<file path="config.mk">
export PLATFORM = sky130hd
export DESIGN_NAME = calendar_counter
export DESIGN_NICKNAME = d
export VERILOG_FILES = /design/src/rtl/calendar_counter.sv
export SDC_FILE = /design/constraint.sdc
export NUM_CORES = 1
export LEC_CHECK = 0
export BUFFER_PORTS_ARGS = -buffer_cell sky130_fd_sc_hd__buf_2
export CAP_MARGIN = 20
export CORE_ASPECT_RATIO = 0.5
export CORE_UTILIZATION = 50
export CTS_CLUSTER_DIAMETER = 80
export DETAILED_ROUTE_END_ITERATION = 10
export GPL_TIMING_DRIVEN = 0
export PLACE_DENSITY = 0.76
export SLEW_MARGIN = 10
export SYNTH_ARGS = -nofsm -noshare
export SYNTH_HDL_FRONTEND = slang
export SYNTH_SLANG_ARGS = --single-unit
</file>
<file path="constraint.sdc">
create_clock -name clk -period 9.05 [get_ports clk]
set_input_delay 0.905 -clock clk [delete_from_list [all_inputs] [get_ports clk]]
set_output_delay 0.905 -clock clk [all_outputs]
set_load 0.05 [all_outputs]
</file>
<file path="src/rtl/calendar_counter.sv">
// calendar_counter
// Day/month/year calendar register with tick-driven advance, validated load,
// and one-cycle rollover pulses.
//
// Ports:
//   clk          rising-edge clock
//   rst          synchronous active-high reset
//   tick         advance the stored date by one day
//   load         write load_day/load_month/load_year (checked for validity)
//   load_day     day to load (1..31)
//   load_month   month to load (1..12)
//   load_year    year to load
//   day          current day (registered)
//   month        current month (registered)
//   year         current year (registered)
//   month_type   00 = 30-day, 01 = 31-day, 10 = February (combinational)
//   leap         current year is a leap year (combinational)
//   month_end    one-cycle pulse on month rollover
//   year_end     one-cycle pulse on year rollover
//   year_wrap    one-cycle pulse when the year overflows to 0
//   error        sticky: last load was rejected
module calendar_counter #(
    parameter int YEAR_W     = 12,
    parameter int RESET_YEAR = 2000,
    parameter int LEAP_MODE  = 1
) (
    input  logic              clk,
    input  logic              rst,
    input  logic              tick,
    input  logic              load,
    input  logic [4:0]        load_day,
    input  logic [3:0]        load_month,
    input  logic [YEAR_W-1:0] load_year,
    output logic [4:0]        day,
    output logic [3:0]        month,
    output logic [YEAR_W-1:0] year,
    output logic [1:0]        month_type,
    output logic              leap,
    output logic              month_end,
    output logic              year_end,
    output logic              year_wrap,
    output logic              error
);

    // Year 0 is divisible by 400, so it is leap under either rule.
    function automatic logic is_leap(input logic [YEAR_W-1:0] y);
        int unsigned yi;
        yi = {{(32-YEAR_W){1'b0}}, y};
        if (LEAP_MODE == 0) begin
            return (yi % 4) == 0;
        end
        return ((yi % 4) == 0) && (((yi % 100) != 0) || ((yi % 400) == 0));
    endfunction

    function automatic logic [4:0] days_in(input logic [3:0] m, input logic lp);
        case (m)
            4'd2:                      return lp ? 5'd29 : 5'd28;
            4'd4, 4'd6, 4'd9, 4'd11:   return 5'd30;
            default:                   return 5'd31;
        endcase
    endfunction

    logic [4:0] cur_dim;
    logic       load_valid;

    assign leap    = is_leap(year);
    assign cur_dim = days_in(month, leap);

    always_comb begin
        case (month)
            4'd2:                    month_type = 2'b10;
            4'd4, 4'd6, 4'd9, 4'd11: month_type = 2'b00;
            default:                 month_type = 2'b01;
        endcase
    end

    // days_in() returns 31 for out-of-range months, but those are already
    // rejected by the month range check.
    assign load_valid = (load_month >= 4'd1) && (load_month <= 4'd12) &&
                        (load_day >= 5'd1) &&
                        (load_day <= days_in(load_month, is_leap(load_year)));

    always_ff @(posedge clk) begin
        if (rst) begin
            day       <= 5'd1;
            month     <= 4'd1;
            year      <= YEAR_W'(RESET_YEAR);
            month_end <= 1'b0;
            year_end  <= 1'b0;
            year_wrap <= 1'b0;
            error     <= 1'b0;
        end else begin
            month_end <= 1'b0;
            year_end  <= 1'b0;
            year_wrap <= 1'b0;
            if (load) begin
                // Load wins over tick; a dropped tick produces no pulse.
                if (load_valid) begin
                    day   <= load_day;
                    month <= load_month;
                    year  <= load_year;
                    error <= 1'b0;
                end else begin
                    error <= 1'b1;
                end
            end else if (tick) begin
                if (day < cur_dim) begin
                    day <= day + 5'd1;
                end else begin
                    day       <= 5'd1;
                    month_end <= 1'b1;
                    if (month < 4'd12) begin
                        month <= month + 4'd1;
                    end else begin
                        month    <= 4'd1;
                        year     <= year + 1'b1;
                        year_end <= 1'b1;
                        year_wrap <= (year == {YEAR_W{1'b1}});
                    end
                end
            end
        end
    end

endmodule

</file>
### Word-level counts from Yosys, hierarchy flattened

Index checks and enable logic that the tools add are counted.

| word-level totals | value |
|---|---|
| word-level logic and storage cells | 79 |
| input bits | 25 |
| register bits | 25 |
| output and inout bits | 28 |

| operators by class | value |
|---|---|
| equality and inequality tests | 14 |
| magnitude comparators | 6 |
| reduce and logical (&&, ||, !) cells | 22 |
| muxes and demuxes | 22 |
| div/mod/pow operators | 4 |
| bitwise logic cells | 1 |
| add/sub/neg operators | 3 |

Operators by type and width:

| cell | count |
|---|---|
| logical NOT 32 bit | 4 |
| modulo 12 x 7 -> 32 bit, second input constant | 2 |
| modulo 12 x 9 -> 32 bit, second input constant | 2 |
| nonzero test 32 bit | 2 |
| two-way mux 12 bit | 5 |
| two-way mux 4 bit | 5 |
| two-way mux 5 bit | 4 |
| == test 4 x 3 -> 1 bit, second input constant | 4 |
| == test 4 bit, second input constant | 4 |
| adder 12 x 1 -> 12 bit, second input constant | 1 |
| == test 12 bit, second input constant | 1 |
| one-hot mux 2 bit (2 select lines) | 3 |
| OR reduction 4 bit | 3 |
| == test 4 x 2 -> 1 bit, second input constant | 2 |
| adder 5 x 1 -> 5 bit, second input constant | 1 |
| greater-or-equal comparator 5 x 1 -> 1 bit, second input constant | 1 |
| <= comparator 5 bit | 1 |
| logical AND 1 bit | 5 |
| less-than comparator 5 bit | 1 |
| two-way mux 1 bit | 5 |
| OR reduction 5 bit | 1 |
| adder 4 x 1 -> 4 bit, second input constant | 1 |
| greater-or-equal comparator 4 x 1 -> 1 bit, second input constant | 1 |
| <= comparator 4 bit, second input constant | 1 |
| other kinds (10) | 12 |

### Longest topological paths before layout

Gate-level depths: netlist of the first run.

| depth | value |
|---|---|
| depth after elaboration | 10 |
| depth in mapped cells | 30 |

### Least setup slack after synthesis of the first run

OpenSTA, ideal clock, no wires.

| path | value |
|---|---|
| kind | input-to-reg |
| from | input load_year[9] |
| to | register month[0] |
| slack | 1638 ps |
| arrival time | 7290 ps |
| buffers on the path | 2 |
| stages on the path | 27 |
| data required time | 8928 ps |
| cells stage by stage | clkbuf_1 -> nor3_2 -> nor2b_1 -> ha_1 -> nand2b_1 -> o21ai_1 -> and2_1 -> clkbuf_1 -> o21ai_0 -> o41a_1 -> a211o_1 -> a211oi_2 -> or2_2 -> and2_1 -> o31ai_1 -> a311o_1 -> a221o_1 -> o21ai_0 -> a31oi_1 -> ha_1 -> a211oi_1 -> nor4_1 -> nor2_1 -> or2_2 -> nor2_1 -> nand2_4 -> a221o_1 |

| between the ends | value |
|---|---|
| longest elaborated chain between the ends | 10 |
| elaborated cells on any way between the ends | 12 |

Ends and longest elaborated chain:

| element | line | source |
|---|---|---|
| start, declared | 33 | `input logic [YEAR_W-1:0] load_year,` |
| modulo 12 x 7 -> 32 bit or modulo 12 x 9 -> 32 bit (tied branches) | 52 | `return ((yi % 4) == 0) && (((yi % 100) != 0) \|\| ((yi % 400) == 0));` |
| nonzero test 32 bit or logical NOT 32 bit (tied branches) | 52 |  |
| logical OR 1 bit (*) | 52 |  |
| logical AND 1 bit (*) | 52 |  |
| two-way mux 1 bit (*) | 57 | `4'd2: return lp ? 5'd29 : 5'd28;` |
| one-hot mux 2 bit (2 select lines) (*) | 56 | `case (m)` |
| <= comparator 5 bit (*) | 81 | `(load_day <= days_in(load_month, is_leap(load_year)));` |
| logical AND 1 bit (*) | 80 | `(load_day >= 5'd1) &&` |
| != test 2 x 1 -> 1 bit (no source line) (*) | - |  |
| AND reduction 3 bit (no source line) (*) | - |  |
| end signal, assigned | 100 | `month <= load_month;` |
| end signal, assigned | 113 | `month <= month + 4'd1;` |
| end, declared | 35 | `output logic [3:0] month,` |

Mark *: on every way between the ends. The rest lies on a longest branch, timed or not.
A chain may end at the register's enable or synchronous reset.

### Worst setup path in the final report of the first run

| path | value |
|---|---|
| from | input load_year[9] |
| to | register year[1] |

| between the ends | value |
|---|---|
| longest elaborated chain between the ends | 10 |
| elaborated cells on any way between the ends | 12 |

Ends and longest elaborated chain:

| element | line | source |
|---|---|---|
| modulo 12 x 7 -> 32 bit or modulo 12 x 9 -> 32 bit (tied branches) | 52 |  |
| nonzero test 32 bit or logical NOT 32 bit (tied branches) | 52 |  |
| logical OR 1 bit (*) | 52 |  |
| logical AND 1 bit (*) | 52 |  |
| two-way mux 1 bit (*) | 57 |  |
| one-hot mux 2 bit (2 select lines) (*) | 56 |  |
| <= comparator 5 bit (*) | 81 |  |
| logical AND 1 bit (*) | 80 |  |
| != test 2 x 1 -> 1 bit (no source line) (*) | - |  |
| AND reduction 4 bit (no source line) (*) | - |  |
| end signal, assigned | 87 | `year <= YEAR_W'(RESET_YEAR);` |
| end signal, assigned | 101 | `year <= load_year;` |
| end signal, assigned | 116 | `year <= year + 1'b1;` |
| end, declared | 36 | `output logic [YEAR_W-1:0] year,` |

Marks and branches as above.

==> results of run 1 <==
[path summary, 6_finish.rpt]
path	start	endpoint	slack, ns	depth (start not counted)
worst max-delay path	load_year[9]	year[1]	1.17	28
worst min-delay path	error	error	0.49	2
worst max register to register	year[9]	month[0]	3.84	18
worst min register to register	error	error	0.49	2
[state kept, by name (all words and copies together), names as in the netlist]
name,cells
error,1
day,5
month,4
year,12
month_end,1
year_wrap,1
year_end,1
[routing by layer]
metal	part of all wire, %	wire (microns)
met5	0	0
met4	1.3	162
met3	6.7	839
met2	46	5791
met1	46	5818
[logic make-up (layout without fill, tap and decap cells)]
family / count (synthesis) / in the layout
buffers and inverters: 63 / 119
XOR/XNOR: 13 / 13
flip-flops: 25 / 25
AO/OA/AOI/OAI: 205 / 205
multiplexers: 14 / 14
adder cells (fa/ha/maj): 12 / 12
AND/OR/NAND/NOR: 260 / 260
[power by group through the flow]
| stage | sequential (mW) | clock (mW) | combinational (mW) |
|---|---|---|---|
| after CTS | 0.129 | 0.104 | 0.523 |
| after global routing | 0.131 | 0.109 | 0.578 |
| after detailed placement | 0.132 | 0 | 0.521 |
| after floorplan | 0.162 | 0 | 0.386 |
| final | 0.130 | 0.104 | 0.533 |
| after global placement | 0.132 | 0 | 0.512 |
[critical path: cells and delay by family]
kind | cells | cell delay [ns]
adders and majority gates | 2 | 0.55
buffers and inverters | 4 | 1.05
AOI/OAI and AO/OA | 13 | 3.29
and+or+nand+nor | 9 | 2.20
[stage by stage]
| stage | setup WS (ns) | hold slack [ns] |
|---|---|---|
| finish | 1.171 | 0.4942 |
| global placement | 0.03822 | 0.4846 |
| global route | 0.4735 | 0.5197 |
| detailed placement | 0.9978 | 0.4824 |
| CTS | 1.286 | 0.4954 |
| floorplan | 1.638 | 0.7059 |
[area by class of cell]
type                       count  area, sq um  area share (%)
inverter                      24        90.09           1.948
clock inverter                 1        7.507          0.1623
timing repair buffer          52        262.8           5.680
multi-input combinational    504         3353           72.49
clock buffer                   3        75.07           1.623
buffer                        39        196.4           4.247
tap                          112        140.1           3.029
sequential                    25        500.5           10.82
[layout by cell type (no fill, tap or decap), types with 9 or more instances in the layout]
master    netlist  routed
a211oi_1        9       9
clkbuf_1       24      24
a21oi_1        35      35
and3_1          9       9
o21ai_0        30      30
xnor2_1        12      12
dfxtp_1        25      25
nor3_1         30      30
mux2i_1        11      11
nand3_1        30      30
buf_2           7      58
a31oi_1        15      15
nor2_1         59      59
inv_1          23      23
and2_1         10      10
nand2b_1       10      10
ha_1           12      12
nand2_1        44      44
==> summary.md, run 1 <==
| Metric | Value |
|---|---|
| Post-Place Cell Area | `4543 sq um` |
| TritonCTS sink count | `25` |
| Clock skew after layout | `0.004018 ns` |
| Worst Path Arrival | `8.00 ns` |
| TritonCTS clock tree | `yes` |
| Primary flip-flop cell chosen by synthesis mapping | `dfxtp_1` |
| Final antenna-violating net count | `0` |
| Signed area change from the synthesized netlist to the final layout | `11.89%` |
| Clock input transition at the sequential cells of the worst setup and hold paths | `0.07 ns` |
| Non-Filler Cell Area, Final | `4626 sq um` |
| Required time reported for the critical path endpoint | `9.18 ns` |
| Max FO, Critical Path | `10` |
| Synth unique cells | `93` |
| Number of core rows | `23` |
| Via count of the routed design | `4941` |
| Leakage | `1.818 nW` |
| DR pass1 iterations | `5` |
| Unrepaired setup endpoints after global routing | `no` |
| Fraction of the mapped netlist area in adder cells | `3.632%` |
| Cell at the root of the clock tree | `clkbuf_16` |
| Wire length of the first global-routing pass | `20290 microns` |
| Met1 Resource Use GR | `41.04%` |
| Largest voltage drop on the vdd net | `0.07677 mV` |
| Final GP Congestion | `0.9436` |
| Top-area cell type share of the netlist area | `12.11%` |
| Pin count of the biggest net entering global routing | `16` |
| Number of hold violations in the final report | `0` |
| Total power draw | `767.7 uW` |
| Kind of end point of the critical path | `flip-flop` |
| Category of the most critical setup path | `input port to flip-flop` |
| Count of instances resized after the clock tree is built | `0` |
| Cell type of the slowest stage on the worst timing path | `nor3_1` |
| Element type at the critical path start | `input port` |
| XOR/XNOR share of the synthesized area | `2.754%` |
| Synthesized instance count | `592` |
| Utilization after layout | `57.82%` |
| Final setup fails | `0` |
| Most congested layer reported by global routing | `met2` |
| Post-CTS Hold Buffers | `0` |
| Height of the die | `66.30 microns` |
| DRC errors left | `0` |
| Transition time at the pin with the least slew margin | `0.9421 ns` |
| Number of placed I/O pins | `53` |
| Total global-route track usage | `28.99%` |
| Proportion of power drawn by flip-flops and latches | `16.9%` |
| Drt total wl | `12610 microns` |
| Combined area of all synthesized cells | `4134 sq um` |
| Number of global-route vias before repair | `4141` |
| Total of max-cap violations | `0` |
| Number of buffers inserted by post-CTS setup repair | `0` |
| Sequential cell area fraction in the yosys report | `12.11%` |
| Post-synthesis simple-gate area fraction | `33.20%` |
| Largest area contributor in the netlist | `dfxtp_1` |
| Number of antenna violations at the first check in global routing | `0` |
| Internal power component | `378.2 uW` |
| Worst relative slew slack | `36.77%` |
| Post-synthesis sequential element count | `25` |
| GR Layer Usage met2 | `47.95%` |
| Post-synth EDFFs | `0` |
| Proportion of synthesized area in mux cells | `3.481%` |
| Average wire length per cell after detail routing | `16.59 microns` |
| Clock buffer count from CTS | `3` |
| Final worst path period need | `7.879 ns` |
| Maximum clock insertion buffer count | `2` |
| Fill cell instance count of the final layout | `782` |
| Input/output buffers | `51` |
| Synthesis warning total | `0` |
| CTS HTree Levels | `1` |
| Number of placed instances with taps included | `756` |
| Type of the worst min-delay path | `flip-flop to flip-flop` |
| Via density per instance | `6.501` |
| Compound-gate portion of the synthesized area | `37.89%` |
| M3 GR Usage | `1.375%` |
| Post-route fraction of the period consumed by the critical path | `87.06%` |
| Combinational cell fraction of total power | `69.5%` |
| Max Freq | `126.9 MHz` |
| Max stage delay on crit path | `0.51 ns` |
| Total power per unit cell area | `166.0 nW/um^2` |
| Share of layout cells above drive strength 1 | `16.51%` |
| ANT cells | `0` |
| Die ar. | `8657 sq um` |
| Setup TNS after final layout | `0 ns` |
| Most frequent cells after synthesis | `59 x nor2_1, 44 x nand2_1, 35 x a21oi_1` |
| Half-perimeter wire length of the detailed placement result | `9550 microns` |
| Cell with the most instances after synthesis | `nor2_1` |
| Final Instance Count excl. Fillers | `760` |
| Run status | `finished, final reports clean` |
| Async set-or-reset flop fraction in the synthesized netlist | `0%` |
| Net switching component of the power | `389.5 uW` |
| Starting density of the core | `51.67%` |
| Clk Latency, worst-skew pair | `0.27 ns` |
| DRC violation total after the first TritonRoute iteration | `566` |
| CORE AREA | `8000 sq um` |
| Cell with the most instances on the worst path | `a211oi_1` |
| Mean instance size in the synthesized netlist | `6.983 sq um` |
| Largest family of logic cells by synthesized area | `compound AO/OA/AOI/OAI gates` |
| Max-slew violations | `0` |
| Clock share of power | `13.6%` |
| Final-stage net count | `686` |
| Synth Net Count | `629` |
| GR Overflow Total | `0` |
| Cell types occupying the most area after synthesis | `dfxtp_1 12%, nor2_1 5.4%, a21oi_1 4.2%` |
| Switch share | `50.74%` |
| Horizontal die dimension | `130.6 microns` |
(Power assumes the default switching activity.)
==> inputs of run 2 (changes only) <==
--- a/config.mk
+++ b/config.mk
@@ -5,11 +5,12 @@
 export SDC_FILE = /design/constraint.sdc
 export NUM_CORES = 1
 export LEC_CHECK = 0
-export BUFFER_PORTS_ARGS = -buffer_cell sky130_fd_sc_hd__buf_2
+export BUFFER_PORTS_ARGS = -buffer_cell sky130_fd_sc_hd__buf_4
 export CAP_MARGIN = 20
 export CORE_ASPECT_RATIO = 0.5
 export CORE_UTILIZATION = 50
 export CTS_CLUSTER_DIAMETER = 80
+export CTS_CLUSTER_SIZE = 12
 export DETAILED_ROUTE_END_ITERATION = 10
 export GPL_TIMING_DRIVEN = 0
 export PLACE_DENSITY = 0.76
==> constraint.sdc (replaced) <==
create_clock -name clk -period 7.6 [get_ports clk]
set_input_delay 0.76 -clock clk [delete_from_list [all_inputs] [get_ports clk]]
set_output_delay 0.76 -clock clk [all_outputs]
set_load 0.05 [all_outputs]
==> summary.md, run 2 (synthesis gave the netlist of run 1 again) <==
| Metric | Value |
|---|---|
| Number of buffers inserted by post-CTS setup repair | `0` |
| Top delay family on crit path | `simple AND/OR/NAND/NOR gates` |
| Clock share of power | `13.0%` |
| Top reg by flops | `year` |
| Leakage | `1.870 nW` |
| Horizontal die dimension | `130.6 microns` |
| ANT cells | `0` |
| Height of the die | `66.30 microns` |
| Input/output buffers | `51` |
| Starting density of the core | `51.67%` |
| Worst Path Arrival | `7.22 ns` |
| TritonCTS sink count | `25` |
| TritonCTS clock tree | `yes` |
| Net switching component of the power | `462.8 uW` |
| Combinational cell fraction of total power | `70.2%` |
| Cell type of the slowest stage on the worst timing path | `or4_1` |
| Placement-stage worst setup slack | `-0.3623 ns` |
| Cell with the most instances on the worst path | `a221o_1` |
| Cell at the root of the clock tree | `clkbuf_16` |
| Post-Place Cell Area | `4671 sq um` |
| Max-slew violations | `0` |
| Final Worst Setup Slack | `0.5262 ns` |
| Via count of the routed design | `5019` |
| Clock buffer count from CTS | `3` |
| Number of antenna violations at the first check in global routing | `0` |
| Post-CTS Hold Buffers | `0` |
| Highest-count cells in the layout ignoring fill and taps | `58 x nor2_1, 53 x buf_4, 44 x nand2_1, 35 x a21oi_1, 30 x nand3_1` |
| Clock skew after layout | `0.002805 ns` |
| Final-stage net count | `686` |
| Number of hold violations in the final report | `0` |
| Drt total wl | `12740 microns` |
| Proportion of power drawn by flip-flops and latches | `16.8%` |
| DRC errors left | `0` |
| Worst setup endpoint | `month[0]` |
| Number of core rows | `23` |
| GR Overflow Total | `0` |
| Half-perimeter wire length of the detailed placement result | `9625 microns` |
| Type of the worst min-delay path | `flip-flop to flip-flop` |
| Final antenna-violating net count | `0` |
| Kind of end point of the critical path | `flip-flop` |
| Most frequent standard cell in the layout excluding fill and tap cells | `nor2_1` |
| Largest voltage drop on the vdd net | `0.1004 mV` |
| Setup slack of the most critical reg-to-reg path | `2.28 ns` |
| Number of flip-flops in the largest register | `12` |
| Total power draw | `926.5 uW` |
| Share of layout cells above drive strength 1 | `17.44%` |
| R2R depth | `18` |
| Biggest regs | `year (12), day (5), month (4)` |
| Launching element of the worst setup path | `load_year[9]` |
| Final Instance Count excl. Fillers | `760` |
| Run status | `finished, final reports clean` |
| Required time reported for the critical path endpoint | `7.75 ns` |
| Element type at the critical path start | `input port` |
| Max stage delay on crit path | `0.55 ns` |
| Number of placed I/O pins | `53` |
| Buffers and inverters on the worst path | `3` |
| Number of placed instances with taps included | `756` |
| Maximum clock insertion buffer count | `2` |
| Clk Latency, worst-skew pair | `0.26 ns` |
| Total power per unit cell area | `193.3 nW/um^2` |
| Internal power component | `463.7 uW` |
| Pin count of the biggest net entering global routing | `14` |
| Max Freq | `141.4 MHz` |
| CTS HTree Levels | `1` |
| Die ar. | `8657 sq um` |
| Max FO, Critical Path | `9` |
| Final setup fails | `0` |
| Source of the worst register-to-register timing path | `year[9]` |
| Hold Startpoint | `error` |
| Number of global-route vias before repair | `4254` |
| Wire length of the first global-routing pass | `20410 microns` |
| DR pass1 iterations | `6` |
| Average wire length per cell after detail routing | `16.77 microns` |
| Switch share | `49.95%` |
| Capturing point of the worst reg2reg path | `month[0]` |
| CORE AREA | `8000 sq um` |
| Setup TNS after final layout | `0 ns` |
| Transition time at the pin with the least slew margin | `0.9664 ns` |
| Clock input transition at the sequential cells of the worst setup and hold paths | `0.07 ns` |
| Total of max-cap violations | `0` |
| Final worst path period need | `7.074 ns` |
| Unrepaired setup endpoints after global routing | `no` |
| Cell count along the critical path | `28` |
| Worst relative slew slack | `35.14%` |
| DRC violation total after the first TritonRoute iteration | `560` |
| Total global-route track usage | `28.96%` |
| Final GP Congestion | `0.9481` |
| Non-Filler Cell Area, Final | `4792 sq um` |
| Signed area change from the synthesized netlist to the final layout | `15.92%` |
| Post-route fraction of the period consumed by the critical path | `93.08%` |
| Via density per instance | `6.604` |
| Category of the most critical setup path | `input port to flip-flop` |
==> run 2: cell count changes in the layout (fill, tap and decap cells not counted), sizes merged <==
| cell | previous run | this run |
|---|---|---|
| clkbuf | 27 | 28 |
| clkinvlp | 1 | 0 |
==> run 2: routing by layer <==
layer / wire, microns / GRT usage, %
met3: 913 / 1.780
met2: 5974 / 48.81
met4: 93 / 3.448
met5: 0 / 0
met1: 5760 / 41.31
==> run 2: worst min-delay path by stage <==
stage | end | cells past startpoint
after floorplan | error | 2
after global placement | error | 2
after detailed placement | error | 2
after CTS | error | 2
after global routing | error | 2
final | error | 2
==> run 2: through the flow <==
stage / utilization, % / hold WS [ns]
6_report: 59.90 / 0.4993
5_1_grt: 59.90 / 0.5448
4_1_cts: 59.43 / 0.5011
3_5_place_dp: 58.38 / 0.4882
3_3_place_gp: 58.21 / 0.4889
2_1_floorplan: - / 0.7059
==> run 2: layout make-up <==
class	count	area, sq um
buffer	39	197.7
tap	112	140.1
inverter	24	90.09
timing repair buffer	52	390.4
sequential	25	500.5
clock buffer	4	78.83
fill	766	3208
multi-input combinational	504	3395
==> run 2: power by group through the flow <==
stage | registers (mW) | clock network [mW] | logic [mW]
after floorplan | 0.192 | 0 | 0.460
after global placement | 0.158 | 0 | 0.624
after detailed placement | 0.158 | 0 | 0.630
after CTS | 0.155 | 0.120 | 0.634
after global routing | 0.157 | 0.126 | 0.708
final | 0.156 | 0.121 | 0.650
==> run 2: worst register-to-register path, stage by stage, from the launching register on <==
cell,delay (ns)
dfxtp_1,0.40
nor3_1,0.42
nor2_1,0.09
ha_1,0.25
nor3_2,0.57
o311ai_2,0.22
nor3_1,0.46
nor3_1,0.19
or4_1,0.43
buf_4,0.18
a31oi_4,0.27
mux2i_1,0.34
o2111ai_1,0.14
a311oi_1,0.31
a32oi_2,0.12
o211ai_2,0.23
buf_6,0.18
nand2_4,0.07
a221o_1,0.34
==> run 2: what timing repair did <==
item | 4_1_cts | 5_1_grt
endpoints found under the setup margin | 1 | 19
pin swaps | 0 | 1
gates resized for setup | 1 | 10
==> inputs of run 3 (changes only) <==
==> constraint.sdc (replaced) <==
create_clock -name clk -period 8.46 [get_ports clk]
set_input_delay 0.846 -clock clk [delete_from_list [all_inputs] [get_ports clk]]
set_output_delay 0.846 -clock clk [all_outputs]
set_load 0.05 [all_outputs]
==> summary.md, run 3 (synthesis gave the netlist of run 1 again) <==
| Metric | Value |
|---|---|
| DRC violation total after the first TritonRoute iteration | `555` |
| Max stage delay on crit path | `0.49 ns` |
| Via count of the routed design | `4993` |
| Run status | `finished, final reports clean` |
| Max FO, Critical Path | `10` |
| Die ar. | `8657 sq um` |
| Cell at the root of the clock tree | `clkbuf_16` |
| ANT cells | `0` |
| GR Overflow Total | `0` |
| Biggest regs | `year (12), day (5), month (4)` |
| TritonCTS clock tree | `yes` |
| Clock skew after layout | `0.003092 ns` |
| Required time reported for the critical path endpoint | `8.63 ns` |
| Highest-count cells in the layout ignoring fill and taps | `59 x nor2_1, 53 x buf_4, 44 x nand2_1, 35 x a21oi_1` |
| Number of buffers inserted by post-CTS setup repair | `0` |
| Element type at the critical path start | `input port` |
| Total power per unit cell area | `174.3 nW/um^2` |
| Number of antenna violations at the first check in global routing | `0` |
| Number of flip-flops in the largest register | `12` |
| TritonCTS sink count | `25` |
| Fill cell instance count of the final layout | `777` |
| Number of core rows | `23` |
| Final setup fails | `0` |
| CTS HTree Levels | `1` |
| CORE AREA | `8000 sq um` |
| Wire length of the first global-routing pass | `20410 microns` |
| Post-route fraction of the period consumed by the critical path | `91.20%` |
| Type of the worst min-delay path | `flip-flop to flip-flop` |
| Drt total wl | `12700 microns` |
| Cell type of the slowest stage on the worst timing path | `o41a_1` |
| Total of max-cap violations | `0` |
| Unrepaired setup endpoints after global routing | `no` |
| Kind of end point of the critical path | `flip-flop` |
| Worst Path Arrival | `7.89 ns` |
| Signed area change from the synthesized netlist to the final layout | `15.01%` |
| Input/output buffers | `51` |
| Transition time at the pin with the least slew margin | `0.9472 ns` |
| Final GP Congestion | `0.9481` |
| Starting density of the core | `51.67%` |
| Largest voltage drop on the vdd net | `0.09034 mV` |
| Top reg by flops | `year` |
| Number of hold violations in the final report | `0` |
| Clock buffer count from CTS | `3` |
| Maximum clock insertion buffer count | `2` |
| DRC errors left | `0` |
| Final antenna-violating net count | `0` |
| Final-stage net count | `686` |
| Total global-route track usage | `28.96%` |
| Leakage | `1.859 nW` |
| Max-slew violations | `0` |
| Clk Latency, worst-skew pair | `0.26 ns` |
| Clock input transition at the sequential cells of the worst setup and hold paths | `0.07 ns` |
| Number of global-route vias before repair | `4250` |
| Number of placed I/O pins | `53` |
| Worst relative slew slack | `36.43%` |
| Worst hold slack | `0.5016 ns` |
| Max Freq | `129.6 MHz` |
| Height of the die | `66.30 microns` |
| Share of layout cells above drive strength 1 | `16.51%` |
| Most frequent standard cell in the layout excluding fill and tap cells | `nor2_1` |
| DR pass1 iterations | `7` |
| Post-CTS Hold Buffers | `0` |
| Final worst path period need | `7.716 ns` |
| Category of the most critical setup path | `input port to flip-flop` |
| Via density per instance | `6.570` |
| Register area | `500.5 sq um` |
| Pin count of the biggest net entering global routing | `14` |
| Half-perimeter wire length of the detailed placement result | `9625 microns` |
| Setup slack of the most critical reg-to-reg path | `3.14 ns` |
| Setup TNS after final layout | `0 ns` |
| Horizontal die dimension | `130.6 microns` |
| Average wire length per cell after detail routing | `16.71 microns` |
| Area of the multi-input gates | `3358 sq um` |
-- run 3: routing by layer --
layer	global-route usage [%]	up-vias	part of all wire, %
met3	1.780	21	7.1
met2	48.81	228	46
met5	0	-	0
met4	3.448	0	1.1
li1	-	2391	-
met1	41.31	2353	45
-- run 3: layout make-up --
cell class	count	share of cell area, %
multi-input cells	504	70.63
flip-flops and latches	25	10.53
repair buffers	52	8.211
plain buffers	39	4.132
well taps	112	2.947
inverters	24	1.895
clock buffers	4	1.658
-- run 3: worst paths after layout --
path | startpoint | to | depth (start not counted)
worst max-delay path | load_year[9] | year[1] | 31
worst min-delay path | error | error | 2
worst max register to register | year[9] | year[8] | 18
worst min register to register | error | error | 2
-- run 3: timing repair --
action	in CTS	in global routing
setup endpoints to repair	0	2
gates resized for setup	0	1
endpoints found under the hold margin	0	0
-- run 3: worst max-delay path: cells and delay by family --
kind,cells,cell delay (ns)
buffers and inverters,5,0.89
AND/OR/NAND/NOR,9,1.88
AO/OA/AOI/OAI,15,3.82
adder cells (fa/ha/maj),2,0.45
-- run 3: where the power goes --
group          switching [mW]  internal [mW]
Combinational           0.358          0.223
Sequential             0.0122          0.128
Clock                  0.0434         0.0645
Total                   0.413          0.415
-- run 3: per-stage QoR --
| stage | instance area (sq um) | utilization, % | power (mW) | cells | worst slack (ns) |
|---|---|---|---|---|---|
| 6_report | 4755 | 59.43 | 0.8286 | 760 | 0.7441 |
| 5_1_grt | 4755 | 59.43 | 0.8874 | 760 | 0.04478 |
| 4_1_cts | 4750 | 59.37 | 0.8162 | 760 | 0.6889 |
| 3_5_place_dp | 4671 | 58.38 | 0.7082 | 756 | 0.4117 |
| 3_3_place_gp | 4657 | 58.21 | 0.7020 | 755 | -0.5824 |
| 2_1_floorplan | 4134 | - | 0.5862 | 592 | 1.107 |
